[src/rtl/exception_encoder_if.sv]
// exception_encoder_if
//   Groups the pipeline exception requests and the coprocessor 0 side
//   outputs of exception_encoder into one bundle.
//
//   Requests (pipeline -> encoder):
//     id_valid, id_ri, id_syscall, id_pc[31:0]   ID stage request
//     ex_valid, ex_ovf, ex_pc[31:0]              EX stage request
//   Results (encoder -> coprocessor 0 / pipeline):
//     exception_bus[66:0]  {ovf, ri, sys, epc[31:0], bad_addr[31:0]}
//     flush                squash IF/ID/EX
//     busy                 encoder FSM not idle
//     exc_count[7:0]       exceptions raised, modulo 256
//     fsm_state[1:0]       debug view of the encoder FSM state
//
//   Handshake: requests are level signals with no ready. The encoder
//   samples them only on an edge where it can accept (IDLE, or the last
//   FLUSH cycle); a request not present on such an edge is simply lost.
//   exception_bus is nonzero for exactly the one cycle of the raise.
//
//   Modports: master = request producer / bus consumer, slave = encoder.
interface exception_encoder_if;
  logic        id_valid;
  logic        id_ri;
  logic        id_syscall;
  logic [31:0] id_pc;
  logic        ex_valid;
  logic        ex_ovf;
  logic [31:0] ex_pc;
  logic [66:0] exception_bus;
  logic        flush;
  logic        busy;
  logic [7:0]  exc_count;
  logic [1:0]  fsm_state;

  modport master (
    output id_valid, id_ri, id_syscall, id_pc,
    output ex_valid, ex_ovf, ex_pc,
    input  exception_bus, flush, busy, exc_count, fsm_state
  );

  modport slave (
    input  id_valid, id_ri, id_syscall, id_pc,
    input  ex_valid, ex_ovf, ex_pc,
    output exception_bus, flush, busy, exc_count, fsm_state
  );
endinterface

[src/rtl/exception_encoder.sv]
// exception_encoder
//   Picks the oldest pending exception request (EX overflow over ID
//   reserved-instruction over ID syscall), drives the registered 67-bit
//   exception_bus for one cycle and then holds flush for FLUSH_CYCLES more
//   cycles while the pipeline drains.
//
//   Ports:
//     clk    rising-edge clock
//     reset  asynchronous active-low reset; release is synchronized by a
//            2-flop chain before the FSM may leave IDLE
//     bus    exception_encoder_if.slave (requests in, bus/flush/busy/
//            exc_count/fsm_state out)
//
//   Parameter:
//     FLUSH_CYCLES  cycles flush stays high after the raise cycle (1..15)
//
//   Optional feature macro: EXC_BADADDR_EN
//     defined   : exception_bus[31:0] repeats the faulting PC during RAISE
//     undefined : exception_bus[31:0] is always 0
module exception_encoder #(
  parameter int unsigned FLUSH_CYCLES = 3
) (
  input logic                 clk,
  input logic                 reset,
  exception_encoder_if.slave  bus
);

  typedef enum logic [1:0] {
    IDLE  = 2'd0,
    RAISE = 2'd1,
    FLUSH = 2'd2
  } state_t;

  localparam logic [3:0] DRAIN_LOAD = 4'(FLUSH_CYCLES - 1);

  state_t      state;
  logic [3:0]  drain_cnt;
  logic [1:0]  rst_sync;
  logic [66:0] exc_bus_q;
  logic        flush_q;
  logic        busy_q;
  logic [7:0]  count_q;

  logic        req_ovf;
  logic        req_ri;
  logic        req_sys;
  logic        req_any;
  logic        ready;
  logic [2:0]  win_cause;
  logic [31:0] win_epc;
  logic [31:0] win_badaddr;
  logic [66:0] win_word;

  // Reset release synchronizer: the FSM may accept a request only once
  // the release has passed both flops.
  always_ff @(posedge clk or negedge reset) begin
    if (!reset) begin
      rst_sync <= 2'b00;
    end else begin
      rst_sync <= {rst_sync[0], 1'b1};
    end
  end

  assign ready = rst_sync[1];

  // Qualified requests. A syscall alongside RI in the same instruction is
  // dropped; EX overflow belongs to the older instruction and wins.
  always_comb begin
    req_ovf     = bus.ex_valid & bus.ex_ovf;
    req_ri      = bus.id_valid & bus.id_ri;
    req_sys     = bus.id_valid & bus.id_syscall & ~bus.id_ri;
    req_any     = req_ovf | req_ri | req_sys;
    win_cause   = 3'b000;
    win_epc     = 32'h0;
    if (req_ovf) begin
      win_cause = 3'b100;
      win_epc   = bus.ex_pc;
    end else if (req_ri) begin
      win_cause = 3'b010;
      win_epc   = bus.id_pc;
    end else if (req_sys) begin
      win_cause = 3'b001;
      win_epc   = bus.id_pc;
    end
`ifdef EXC_BADADDR_EN
    win_badaddr = win_epc;
`else
    win_badaddr = 32'h0;
`endif
    win_word    = {win_cause, win_epc, win_badaddr};
  end

  // Single FSM. The last FLUSH cycle (drain_cnt == 0) is the cycle in which
  // the state returns to IDLE, so a request present then is accepted
  // directly; this gives the FLUSH_CYCLES+1 minimum raise spacing.
  always_ff @(posedge clk or negedge reset) begin
    if (!reset) begin
      state     <= IDLE;
      drain_cnt <= 4'd0;
      exc_bus_q <= 67'd0;
      flush_q   <= 1'b0;
      busy_q    <= 1'b0;
      count_q   <= 8'd0;
    end else begin
      case (state)
        IDLE: begin
          if (ready && req_any) begin
            state     <= RAISE;
            exc_bus_q <= win_word;
            flush_q   <= 1'b1;
            busy_q    <= 1'b1;
            count_q   <= count_q + 8'd1;
          end
        end
        RAISE: begin
          state     <= FLUSH;
          exc_bus_q <= 67'd0;
          drain_cnt <= DRAIN_LOAD;
        end
        FLUSH: begin
          if (drain_cnt != 4'd0) begin
            drain_cnt <= drain_cnt - 4'd1;
          end else if (req_any) begin
            state     <= RAISE;
            exc_bus_q <= win_word;
            count_q   <= count_q + 8'd1;
          end else begin
            state   <= IDLE;
            flush_q <= 1'b0;
            busy_q  <= 1'b0;
          end
        end
        default: begin
          state     <= IDLE;
          drain_cnt <= 4'd0;
          exc_bus_q <= 67'd0;
          flush_q   <= 1'b0;
          busy_q    <= 1'b0;
        end
      endcase
    end
  end

  assign bus.exception_bus = exc_bus_q;
  assign bus.flush         = flush_q;
  assign bus.busy          = busy_q;
  assign bus.exc_count     = count_q;
  assign bus.fsm_state     = state;

endmodule

[src/flat_wrapper.sv]
// flat-port wrapper written by rule: the top's interface ports become plain ports
module exception_encoder_flat 
#(
  parameter int unsigned FLUSH_CYCLES = 3
)
  (clk, reset, bus_id_valid, bus_id_ri, bus_id_syscall, bus_id_pc, bus_ex_valid, bus_ex_ovf, bus_ex_pc, bus_exception_bus, bus_flush, bus_busy, bus_exc_count, bus_fsm_state);
  exception_encoder_if bus_i ();
  input logic clk;
  input logic reset;
  input wire logic [$bits(bus_i.id_valid)-1:0] bus_id_valid;
  input wire logic [$bits(bus_i.id_ri)-1:0] bus_id_ri;
  input wire logic [$bits(bus_i.id_syscall)-1:0] bus_id_syscall;
  input wire logic [$bits(bus_i.id_pc)-1:0] bus_id_pc;
  input wire logic [$bits(bus_i.ex_valid)-1:0] bus_ex_valid;
  input wire logic [$bits(bus_i.ex_ovf)-1:0] bus_ex_ovf;
  input wire logic [$bits(bus_i.ex_pc)-1:0] bus_ex_pc;
  output wire logic [$bits(bus_i.exception_bus)-1:0] bus_exception_bus;
  output wire logic [$bits(bus_i.flush)-1:0] bus_flush;
  output wire logic [$bits(bus_i.busy)-1:0] bus_busy;
  output wire logic [$bits(bus_i.exc_count)-1:0] bus_exc_count;
  output wire logic [$bits(bus_i.fsm_state)-1:0] bus_fsm_state;
  assign bus_i.id_valid = bus_id_valid;
  assign bus_i.id_ri = bus_id_ri;
  assign bus_i.id_syscall = bus_id_syscall;
  assign bus_i.id_pc = bus_id_pc;
  assign bus_i.ex_valid = bus_ex_valid;
  assign bus_i.ex_ovf = bus_ex_ovf;
  assign bus_i.ex_pc = bus_ex_pc;
  assign bus_exception_bus = bus_i.exception_bus;
  assign bus_flush = bus_i.flush;
  assign bus_busy = bus_i.busy;
  assign bus_exc_count = bus_i.exc_count;
  assign bus_fsm_state = bus_i.fsm_state;
  exception_encoder #(.FLUSH_CYCLES(FLUSH_CYCLES)) u_core (.clk(clk), .reset(reset), .bus(bus_i));
endmodule
[config.mk]
export PLATFORM = sky130hd
export DESIGN_NAME = exception_encoder_flat
export DESIGN_NICKNAME = d
export VERILOG_FILES = /design/src/rtl/exception_encoder_if.sv /design/src/rtl/exception_encoder.sv /design/src/flat_wrapper.sv
export SDC_FILE = /design/constraint.sdc
export NUM_CORES = 1
export LEC_CHECK = 0
export CORE_ASPECT_RATIO = 1.75
export CORE_MARGIN = 2
export CORE_UTILIZATION = 35
export DETAILED_ROUTE_END_ITERATION = 7
export PLACE_DENSITY = 0.71
export SYNTH_ARGS = -nofsm -noshare
export SYNTH_HDL_FRONTEND = slang
export SYNTH_SLANG_ARGS = --single-unit
[constraint.sdc]
create_clock -name clk -period 4.3 [get_ports clk]
set_clock_uncertainty 0.05 [all_clocks]
set_input_delay 0.86 -clock clk [delete_from_list [all_inputs] [get_ports clk]]
set_output_delay 0.86 -clock clk [all_outputs]
set_load 0.01 [all_outputs]
Yosys cells after proc, flatten, opt, wreduce, memory -nomap -nowiden
Index checks and enable logic that the tools add are counted.
{"block": "word_totals", "reg_bits": 84, "latch_bits": 0, "ramBits": 0, "romBits": 0, "inputBits": 71, "output_inout_bits": 79, "word_cells": 57, "n_memories": 0}
{"block": "classes", "add_sub_neg": 2, "mul": 0, "div_mod_pow": 0, "order_cmp": 0, "n_eq_ne": 7, "shifts": 0, "mux": 24, "bitwise_logic": 9, "n_reduce_logical": 9}
{"op": "$mux W67", "count": 3}
{"op": "$pmux W67 S2", "count": 1}
{"op": "$mux W32", "count": 3}
{"op": "$mux W8", "count": 3}
{"op": "$pmux W8 S2", "count": 1}
{"op": "$pmux W4 S3", "count": 1}
{"op": "$add A8 B1 Y8 const B", "count": 1}
{"op": "$reduce_and A4 Y1", "count": 2}
{"op": "$mux W3", "count": 2}
{"op": "$ne A2 B1 Y1 const B", "count": 3}
{"op": "$pmux W2 S3", "count": 1}
{"op": "$mux W1", "count": 5}
{"op": "$and A1 B1 Y1", "count": 4}
{"op": "$mux W2", "count": 2}
{"op": "$mux W4", "count": 1}
{"op": "$ne A2 B2 Y1 const B", "count": 2}
{"op": "$reduce_and A2 Y1", "count": 2}
{"op": "$reduce_bool A4 Y1", "count": 1}
{"op": "$sub A4 B1 Y4 const B", "count": 1}
{"op": "$not A1 Y1", "count": 3}
{"op": "$pmux W1 S3", "count": 1}
{"op": "$reduce_and A3 Y1", "count": 1}
{"op": "$eq A2 B1 Y1 const B", "count": 1}
{"op": "$eq A2 B2 Y1 const B", "count": 1}
{"op": "4 further kinds", "count": 5}

Logic depth before layout (Yosys ltp)
{"block": "depth", "depth_word": 8, "ltp_mapped": 8, "mapped_depth_nobuf": 6}

Least setup slack after synthesis
Ideal clock, no wire load.
{"block": "synth_path", "path_kind": "input -> register", "from": "input port bus_ex_valid", "to": "register u_core.flush_q (netlist: u_core.bus.flush)", "setup_ns": 0.143, "arrival_ns": 1.906, "t_required_ns": 4.107, "setup_slack_ns": 2.202, "cell_stages": 6, "n_path_buf": 2, "cell_sequence": "and2_1 -> buf_2 -> buf_6 -> o21a_1 -> a2111oi_0 -> o22ai_1"}
{"block": "synth_between", "elab_chain_len": 6, "word_cells_on_any_way": 7, "classes_between": "eq/ne: 2; bitwise: 3; reduce/logical: 2"}
{"element": "start, declared", "line": "flat_wrapper.sv:14", "rtl": "input wire logic [$bits(bus_i.ex_valid)-1:0] bus_ex_valid;"}
{"element": "$and A1 B1 Y1 *", "line": "exception_encoder.sv:69", "rtl": "req_ovf = bus.ex_valid & bus.ex_ovf;"}
{"element": "$or A1 B1 Y1 * (2 in series)", "line": "exception_encoder.sv:72", "rtl": "req_any = req_ovf | req_ri | req_sys;"}
{"element": "$logic_and A1 B1 Y1", "line": "exception_encoder.sv:107", "rtl": "if (ready && req_any) begin"}
{"element": "$ne A2 B1 Y1 (no line)"}
{"element": "$reduce_and A4 Y1 (no line) *"}
{"element": "end signal, assigned", "line": "exception_encoder.sv:101", "rtl": "flush_q <= 1'b0;"}
{"element": "end signal, assigned", "line": "exception_encoder.sv:110", "rtl": "flush_q <= 1'b1;"}
{"element": "end signal, assigned", "line": "exception_encoder.sv:129", "rtl": "flush_q <= 1'b0;"}
{"element": "end, declared", "line": "exception_encoder.sv:40", "rtl": "logic flush_q;"}
Every way passes the cells marked *; elsewhere a longest branch is shown, timed or not.
A chain may end at the register's enable or synchronous reset.

Worst setup path after layout
{"block": "layout_path", "from": "input port bus_ex_valid", "to": "register u_core.count_q[7] (netlist: u_core.bus.exc_count[7])"}
{"block": "layout_between", "elab_chain_len": 6, "word_cells_on_any_way": 7, "classes_between": "eq/ne: 2; bitwise: 3; reduce/logical: 2"}
{"element": "$and A1 B1 Y1 *", "line": "exception_encoder.sv:69"}
{"element": "$or A1 B1 Y1 * (2 in series)", "line": "exception_encoder.sv:72"}
{"element": "$logic_and A1 B1 Y1", "line": "exception_encoder.sv:107"}
{"element": "$ne A2 B1 Y1 (no line)"}
{"element": "$reduce_and A4 Y1 (no line) *"}
{"element": "end signal, assigned", "line": "exception_encoder.sv:112", "rtl": "count_q <= count_q + 8'd1;"}
{"element": "end signal, assigned", "line": "exception_encoder.sv:126", "rtl": "count_q <= count_q + 8'd1;"}
{"element": "end, declared", "line": "exception_encoder.sv:42", "rtl": "logic [7:0] count_q;"}
Marked as above.

==> results.json <==
{
  "outcome": "finished clean",
  "antenna_found_initial": 0,
  "criticalPathCategory": "input port to register",
  "drt-initial-drc-count": 95,
  "critPathMaxStageDelay_ns": 0.69,
  "placed_cell_area_sq_um": 3830,
  "netlist_area_sq_um": 2780,
  "htreeDepth": 2,
  "worstPathMaxFanout": 42,
  "worstHoldStart": "u_core.rst_sync[0]",
  "die-area_sq_um": 8700,
  "setup_viol": 0,
  "crit_slowest_cell": "and2_2",
  "end_kind": "register",
  "cp.arrival_ns": 3.20,
  "initial_core_util_pct": 35.7,
  "die_h_um": 122,
  "critPathBufInv": 1,
  "holdPathStages": 0,
  "finalHoldWorstSlack_ns": 0.297,
  "crit-reg2reg-launch": "u_core.bus.fsm_state[0]",
  "seq_area_frac_synth_pct": 46.8,
  "drive_gt1_share_pct": 6.72,
  "clk_latency_ns": 0.29,
  "regArea_sq_um": 1300,
  "finalNetCount": 434,
  "slew_viol_final": 0,
  "power.total_w": 0.00197,
  "final_cell_area_sq_um": 3990,
  "finalSetupTns_ns": 0,
  "overflow": 0,
  "grt_first_pass_wirelength_mm": 11.4,
  "grt-busiest-layer": "met2",
  "cp_cell_sequence": "clkdlybuf4s50_1 > and2_2 > o221ai_4 > nor4_2 > xor2_1",
  "synth_commonest_cells": "dfrtp_1 (52), buf_4 (33), a22oi_1 (32), o2bb2ai_1 (32), inv_1 (11)",
  "post_cts_resized": 0,
  "drv_cap": 0,
  "finalWirelength_mm": 7.24,
  "yosysMostFrequentCell": "dfrtp_1",
  "cts_tree": "done",
  "fin_crit_sh_pct": 70.8,
  "place_hpwl_mm": 5.39,
  "regToRegEndpoint": "u_core.bus.exc_count[3]",
  "crit_required_ns": 4.45,
  "max_slew_margin_pct": 24.7,
  "drt-wirelength-per-cell_um": 16.2,
  "min_path_type": "register to register",
  "multiInputGateArea_sq_um": 1200,
  "yosysTopAreaCell": "dfrtp_1",
  "hold_buffers": 0,
  "cp_top_family": "simple AND/OR/NAND/NOR gates",
  "fmax_mhz": 328,
  "diodes": 0,
  "yosysWarnings": 0,
  "ff2ff_setup_slack_ns": 1.87,
  "yosys_most_used_dff": "dfrtp_1",
  "clockRootBuffer": "clkbuf_16",
  "met3_usage_pct": 3.72,
  "rows": 43,
  "start_kind": "input port",
  "synthArstFlopShare_pct": 100,
  "vias": 2268,
  "rr_worst_depth": 6,
  "core_area_sq_um": 7800,
  "power_density_nw_per_um2": 493,
  "ys_ff_latch": 52,
  "cts_buffers": 5,
  "synth_top_area_share_pct": 46.8,
  "synthCells": 251,
  "drc_errors": 0,
  "worst_pin_slew_ns": 1.13,
  "grt_use_met1_pct": 18.0,
  "firstDrtPassIters": 4,
  "portBuffers": 117,
  "clk_path_buf_depth": 2,
  "path_depth": 5,
  "clk_pin_slew_worst_paths_ns": 0.06,
  "min_to": "u_core.rst_sync[1]",
  "grt_pass1_vias": 2292,
  "ios": 150,
  "hold_violations": 0,
  "met2_usage_pct": 30.4,
  "gp_congestion": 0.792,
  "synth.distinct_cells": 39,
  "via_per_inst": 5.07,
  "rsz0062_at_grt": "false",
  "avgSynthCellArea_sq_um": 11.1,
  "die_x_um": 71.4,
  "p_leak_nw": 1.67,
  "grt_usage_pct": 16.7,
  "fin_util_pct": 51.1,
  "synth_edf_count": 0,
  "syn_to_final_growth_pct": 43.3,
  "grt_max_degree": 53,
  "fill_cells": 722,
  "vdd_drop_max_v": 0.000338,
  "clock-sinks": 52,
  "postCtsSetupBuffers": 0,
  "synth_area_leaders": "dfrtp_1 (47%), o2bb2ai_1 (10%), buf_4 (8.9%)",
  "ant_nets": 0,
  "finalCriticalPeriod_ns": 3.04
}
## per-stage QoR
| step | worst slack [ns] | cells |
|---|---|---|
| 6_report | 1.26 | 447 |
| 5_1_grt | 1.06 | 447 |
| 4_1_cts | 1.17 | 447 |
| 3_5_place_dp | 0.858 | 439 |
| 3_3_place_gp | 0.934 | 439 |
| 2_1_floorplan | 2.20 | 282 |
## report_power, final
| part | switching (W) | internal (W) |
|---|---|---|
| sequential | 0.0000938 | 0.000604 |
| combinational | 0.000443 | 0.000426 |
| clock | 0.000169 | 0.000230 |
## per-layer routing
metal	up-vias	wire [um]
li1	1063	-
met1	1089	2530
met2	100	3970
met3	16	502
met4	0	242
met5	-	0
## worst max-delay path by stage
stage | slack [ns] | to | startpoint
floorplan | 2.20 | u_core.bus.flush | bus_ex_valid
global placement | 0.93 | u_core.bus.exception_bus[62] | bus_ex_valid
detailed placement | 0.86 | u_core.bus.exception_bus[34] | bus_ex_valid
CTS | 1.17 | u_core.bus.exception_bus[62] | bus_ex_valid
global route | 1.06 | u_core.bus.exc_count[7] | bus_ex_valid
finish | 1.26 | u_core.bus.exc_count[7] | bus_ex_valid
## sequential cells by signal (all words and copies together) (netlist names)
name and count:
u_core.bus.exception_bus 35, u_core.bus.flush 1, u_core.bus.exc_count 8, u_core.bus.fsm_state 2, u_core.rst_sync 2, u_core.drain_cnt 4
## cells in the final DEF, fill, tap and decap left out, types with 2 or more instances in the layout
| cell | count |
|---|---|
| o21ai_0 | 5 |
| o21a_1 | 2 |
| a22oi_1 | 32 |
| nand3_1 | 3 |
| xnor2_1 | 3 |
| nor4_1 | 2 |
| ha_1 | 7 |
| clkbuf_16 | 5 |
| a21oi_1 | 5 |
| o2bb2ai_1 | 32 |
| a22o_1 | 2 |
| mux2_2 | 3 |
| xor2_1 | 4 |
| nor2_1 | 5 |
| inv_1 | 11 |
| buf_4 | 2 |
| clkinv_2 | 2 |
| clkdlybuf4s50_1 | 116 |
| or3_1 | 2 |
| dfrtp_1 | 52 |
| nor4_2 | 2 |
| conb_1 | 33 |
| nand2_1 | 9 |
## layout make-up
| cell class | count | area share, % |
|---|---|---|
| flip-flops and latches | 52 | 32.7 |
| multi-input cells | 167 | 30.1 |
| repair buffers | 119 | 29.6 |
| clock buffers | 6 | 3.49 |
| well taps | 90 | 2.83 |
| inverters | 11 | 1.04 |
| clock inverters | 2 | 0.251 |
## kinds of logic after synthesis
kind of cell	share of synthesized area, %
multiplexers	2.11
AND/OR/NAND/NOR	6.25
AO/OA/AOI/OAI	24.2
other	0.270
adder cells (fa/ha/maj)	3.15
buffers and inverters	15.0
flip-flops	46.8
XOR/XNOR	2.20
No activity file was read; power rests on OpenSTA's default activity.
==> RTL change 1, RTL diff (same settings) <==
The option `EXC_BADADDR_EN` is turned on by a define.
--- a/src/rtl/exception_encoder.sv
+++ b/src/rtl/exception_encoder.sv
@@ -17,6 +17,8 @@
 //   Optional feature macro: EXC_BADADDR_EN
 //     defined   : exception_bus[31:0] repeats the faulting PC during RAISE
 //     undefined : exception_bus[31:0] is always 0
+`define EXC_BADADDR_EN
+
 module exception_encoder #(
   parameter int unsigned FLUSH_CYCLES = 3
 ) (
Behaviour: not the same (a bounded check fails within 4 cycles, from zero or initial values and one cycle with reset low).
==> RTL change 1 against the unedited design <==
- wire length increased by 3.1%
- critical endpoint is now u_core.bus.exception_bus[65]
- sequential share of layout area shrank 1.5 points
- highest routed layer unchanged
- final area up 5.0%
- critical path depth is the same
- sequential cell count unchanged
- count of clock-buffer cells in the layout down 1
- total power up 9.7%
- clock power shrank 5.8%
- setup slack improved by 0.27 ns
- combinational power up 20%
- area after synthesis is 1.1% lower
==> RTL change 1: results (changes against the unedited design) <==
The run finished with clean final reports. The leakage power total was 1.68 nW (+0.69%). The tools report the sequential element share of the synthesized area as 47.3% (+0.53 points).

Post-CTS repair timing setup buffer count: 0 (unchanged). The delay of the slowest cell on the worst path came out at 0.50 ns (-0.19 ns). The buffer levels on the longest clock path is 2 (unchanged), and the count of cells resized by post-cts repair is 0 (unchanged). The count of input and output buffers was 149 (+27%); the number of vias per cell was 5.19 (+2.2%). Sorting the synthesized cells by how often they occur yields 52 x sky130_fd_sc_hd__dfrtp_1, 33 x sky130_fd_sc_hd__buf_4, 33 x sky130_fd_sc_hd__o2bb2ai_1. The routability-driven placement congestion ratio is 0.840 (+6.1%). The number of cells in the finished layout apart from fillers was 447 (unchanged).

The initial DRC count was 107 (+13%). The root buffer cell chosen for the clock tree is sky130_fd_sc_hd__clkbuf_16. Among all stages on the critical path, the largest delay is contributed by sky130_fd_sc_hd__clkdlybuf4s50_1. Clock latency on the worst-skew pair, taken at its later pin, is 0.28 ns. The count of unique library cells instantiated by Yosys came out at 45 (+15%). The number of flip-flops in the largest register is 35 (unchanged), and the worst-case headroom to the max-slew limit is 53.5% (+29 points). The total clock buffers created by CTS was 5 (unchanged). The logs give 325 for the net count after synthesis and 7.47 mm (+3.1%) for the routed wire length. The async set or reset register ratio after synthesis was 100% (unchanged); the maximum number of pins on one net before global-route repair was 53 (unchanged).

The number of global-route vias before repair came out at 2288 (-0.17%). The number of inserted diodes is 0 (unchanged), and the number of antenna violations at the first check in global routing is 0 (unchanged). The min-delay analysis places its worst path in the category flop to flop. The kind of cell with the highest combined delay along the critical path is compound AO/OA/AOI/OAI gates. For the number of iterations in the first detailed-routing pass, the log shows 4 (unchanged).

Ranked by total cell area, the synthesized netlist is headed by sky130_fd_sc_hd__dfrtp_1 47%, sky130_fd_sc_hd__o2bb2ai_1 11%, sky130_fd_sc_hd__buf_4 9.0%. The data arrival at the endpoint of the critical path is 2.90 ns (-0.30 ns). The proportion of layout cells with a drive suffix above 1 is 5.57% (-1.2 points). The number of H-tree levels was 2 (unchanged); the maximum fanout along the worst path was 35 (-17%).

For the global-route wire length before repair, the log shows 11.8 mm (+3.8%). The dominant synthesized flop cell is sky130_fd_sc_hd__dfrtp_1. For the yosys synthesis warning count, the log shows 0 (unchanged). Total global routing track utilization: 17.2% (+0.54 points).

The post-layout net count is 437 (+0.69%), and the worst-case vdd ir drop is 329 uV (-2.6%). The mean post-synth cell area was 11.1 sq um (+0.48%). The clock edge transition at the registers on the reported setup and hold paths is 0.07 ns. For the half-perimeter wire length of the detailed placement result, the log shows 5.66 mm (+5.1%).
==> RTL change 1: changes by cell type after synthesis, sizes merged, moves of 3 or more <==
cell / change
buf: -7
clkbuf: +4
inv: -3
mux2: -3
xnor2: +3
xor2: -3
==> RTL change 1: stage by stage <==
stage	power, W	util [%]	instance area [sq um]	setup slack [ns]
CTS	0.00219	54.9	4180	1.48
finish	0.00216	54.9	4180	1.52
global route	0.00230	54.9	4180	1.30
detailed placement	0.00181	53.1	4050	1.18
floorplan	0.00136	-	2750	2.21
global placement	0.00179	53.1	4050	1.22
==> RTL change 1: routing by layer <==
layer  vias to the layer above  share of wire [%]  GRT usage [%]
li1                       1110                  -              -
met2                        77                 55           31.5
met1                      1126                 39           20.7
met3                         6                4.7           2.24
met4                         0                1.5           5.07
met5                         -                  0              0
==> RTL change 1: cell type report <==
class	count	area [sq um]
Fill cell	679	3440
Timing Repair Buffer	154	1520
Sequential cell	52	1300
Multi-Input combinational cell	138	1080
Clock buffer	5	125
Tap cell	88	110
Inverter	8	30.0
Clock inverter	2	12.5
==> RTL change 1: logic make-up (layout without fill, tap and decap cells) <==
logic type                 count (synthesis)  in the layout  share of synthesized area, %
adders and majority gates                  7              7                          3.18
DFF                                       52             52                          47.3
buffers and inverters                     57            169                          13.5
muxes                                      3              3                          1.27
AOI/OAI and AO/OA                         88             88                          25.4
other                                      1              1                         0.136
xor gates and xnor gates                   7              7                          2.23
and+or+nand+nor                           32             32                          6.96
==> RTL change 1: where the power goes <==
group	switching [W]	internal, W
logic	0.000482	0.000561
clock network	0.000164	0.000211
registers	0.000124	0.000615
total	0.000769	0.00139
==> RTL change 1: final timing paths <==
kind	from	endpoint	slack, ns	cells past startpoint
min reg2reg	u_core.rst_sync[0]	u_core.rst_sync[1]	0.30	0
max in group asynchronous	reset	u_core.bus.exception_bus[50]	3.13	2
min in group asynchronous	reset	u_core.bus.exc_count[5]	0.63	2
min	u_core.rst_sync[0]	u_core.rst_sync[1]	0.30	0
max	bus_id_ri	u_core.bus.exception_bus[65]	1.52	5
max reg2reg	u_core.bus.fsm_state[0]	u_core.bus.exception_bus[65]	1.81	6
==> RTL change 2, RTL diff (same settings) <==
Made on the original files. Make the reset (`reset`) synchronous in 2 clocked blocks. Comments in the files are not updated.
--- a/src/rtl/exception_encoder.sv
+++ b/src/rtl/exception_encoder.sv
@@ -53,7 +53,7 @@
 
   // Reset release synchronizer: the FSM may accept a request only once
   // the release has passed both flops.
-  always_ff @(posedge clk or negedge reset) begin
+  always_ff @(posedge clk) begin
     if (!reset) begin
       rst_sync <= 2'b00;
     end else begin
@@ -93,7 +93,7 @@
   // Single FSM. The last FLUSH cycle (drain_cnt == 0) is the cycle in which
   // the state returns to IDLE, so a request present then is accepted
   // directly; this gives the FLUSH_CYCLES+1 minimum raise spacing.
-  always_ff @(posedge clk or negedge reset) begin
+  always_ff @(posedge clk) begin
     if (!reset) begin
       state     <= IDLE;
       drain_cnt <= 4'd0;
Function: differs if reset is asserted again (counterexample within 4 cycles, from zero or initial values and one cycle with reset low); with reset held inactive, the same outputs for 10 cycles.
==> RTL change 2 against the unedited design <==
- sequential cell count unchanged
- wire length rose by 18%
- setup slack better by 0.13 ns
- via count grew 27%
- hold slack improved by 0.098 ns
- count of clock-buffer cells in the layout rose by 1
- area after synthesis up 1.7%
- global-route usage up 2.6 points
- final cell count grew 19%
- die area increased by 1.6%
- final area rose by 2.4%
- critical endpoint is now u_core.bus.exception_bus[34]
Power is not compared: it rests on default switching activity, and its combinational part moved more than twofold at a synthesized area within 25%.
==> RTL change 2: results (changes against the unedited design) <==
The maximum number of pins on one net before global-route repair was 37 (-30%); the reg-to-reg setup timing slack was 1.56 ns (-0.31 ns). The tools report the count of unique library cells instantiated by Yosys as 40 (+2.6%). The flow ran to the end, and the final reports show no timing, DRC or antenna violations. The tools report the routed length on met1 as 3.16 mm (+25%). For the sequential element share of the synthesized area, the log shows 36.8% (-10 points).

Async set or reset register ratio after synthesis: 0% (-100 points). The run gives 6.34 mm (+18%) as the half-perimeter wire length of the detailed placement result. The proportion of layout cells with a drive suffix above 1 came out at 3.86% (-2.9 points). The family with the most delay on the worst path is compound AO/OA/AOI/OAI gates. For the number of fillers in the final layout, the log shows 781 (+8.2%).

The worst hold path begins at u_core.rst_sync[0]. The cell depth of the worst hold path was 1 (+1); the path depth of the worst reg2reg path was 7 (+1). The post-layout net count was 518 (+19%). The standard cell area after detailed placement is 0.00393 sq mm (+2.5%), and the maximum fanout along the worst path is 26 (-38%). Pin slew with the least headroom to its limit: 0.930 ns (-0.200 ns).

Final hold slack: 0.395 ns (+0.0978 ns). The wire length per cell after detailed routing came out at 16.2 um (-0.28%). The tools report the end point of the most critical hold path as u_core.rst_sync[1]. The total global routing track utilization is 19.3% (+2.6 points).

The number of global-route vias before repair is 2801 (+22%). The initial DRC count is 218 (+130%). Global-route wire length before repair: 13.5 mm (+19%).

The routability-driven placement congestion ratio came out at 0.819 (+3.4%). The met3 track demand over resource in global routing is 2.53% (-1.2 points). The global routing met2 resource utilization came out at 35.6% (+5.2 points). The met3 wire length came out at 341 um (-32%). In this run the critical register-to-register path is launched from u_core.bus.fsm_state[0]. The run gives 3.09 ns (-0.11 ns) as the data arrival at the endpoint of the critical path.

The tools report the global routing met1 resource utilization as 21.1% (+3.1 points). The tools report the capture point of the worst path as u_core.bus.exception_bus[34]. The tools report the length of routed met2 wiring as 4.71 mm (+19%). The cell with the largest stage delay on the worst path was sky130_fd_sc_hd__a221o_1.

The top achievable clock speed is 344 MHz (+4.6%).
RTL change 2: cell types whose count changed after synthesis, moves of 33 or more:
cell                        change
sky130_fd_sc_hd__a31oi_1       +36
sky130_fd_sc_hd__a2bb2oi_1     +33
sky130_fd_sc_hd__dfxtp_1       +52
sky130_fd_sc_hd__dfrtp_1       -52
RTL change 2: cells by family (layout without fill, tap and decap cells):
family | Yosys count | count (layout) | share of synthesized area, %
compound gates | 101 | 101 | 25.9
buf+inv | 69 | 139 | 13.6
simple gates | 106 | 106 | 19.3
other cells | 1 | 32 | 0.133
mux | 3 | 3 | 1.11
flops | 52 | 52 | 36.8
fa+ha+maj | 7 | 7 | 3.10
RTL change 2: area by class of cell:
| type | instances | area share (%) |
|---|---|---|
| well taps | 90 | 2.76 |
| clock buffers | 7 | 3.74 |
| repair buffers | 125 | 30.2 |
| inverters | 7 | 0.644 |
| flip-flops and latches | 52 | 25.5 |
| multi-input cells | 249 | 37.2 |
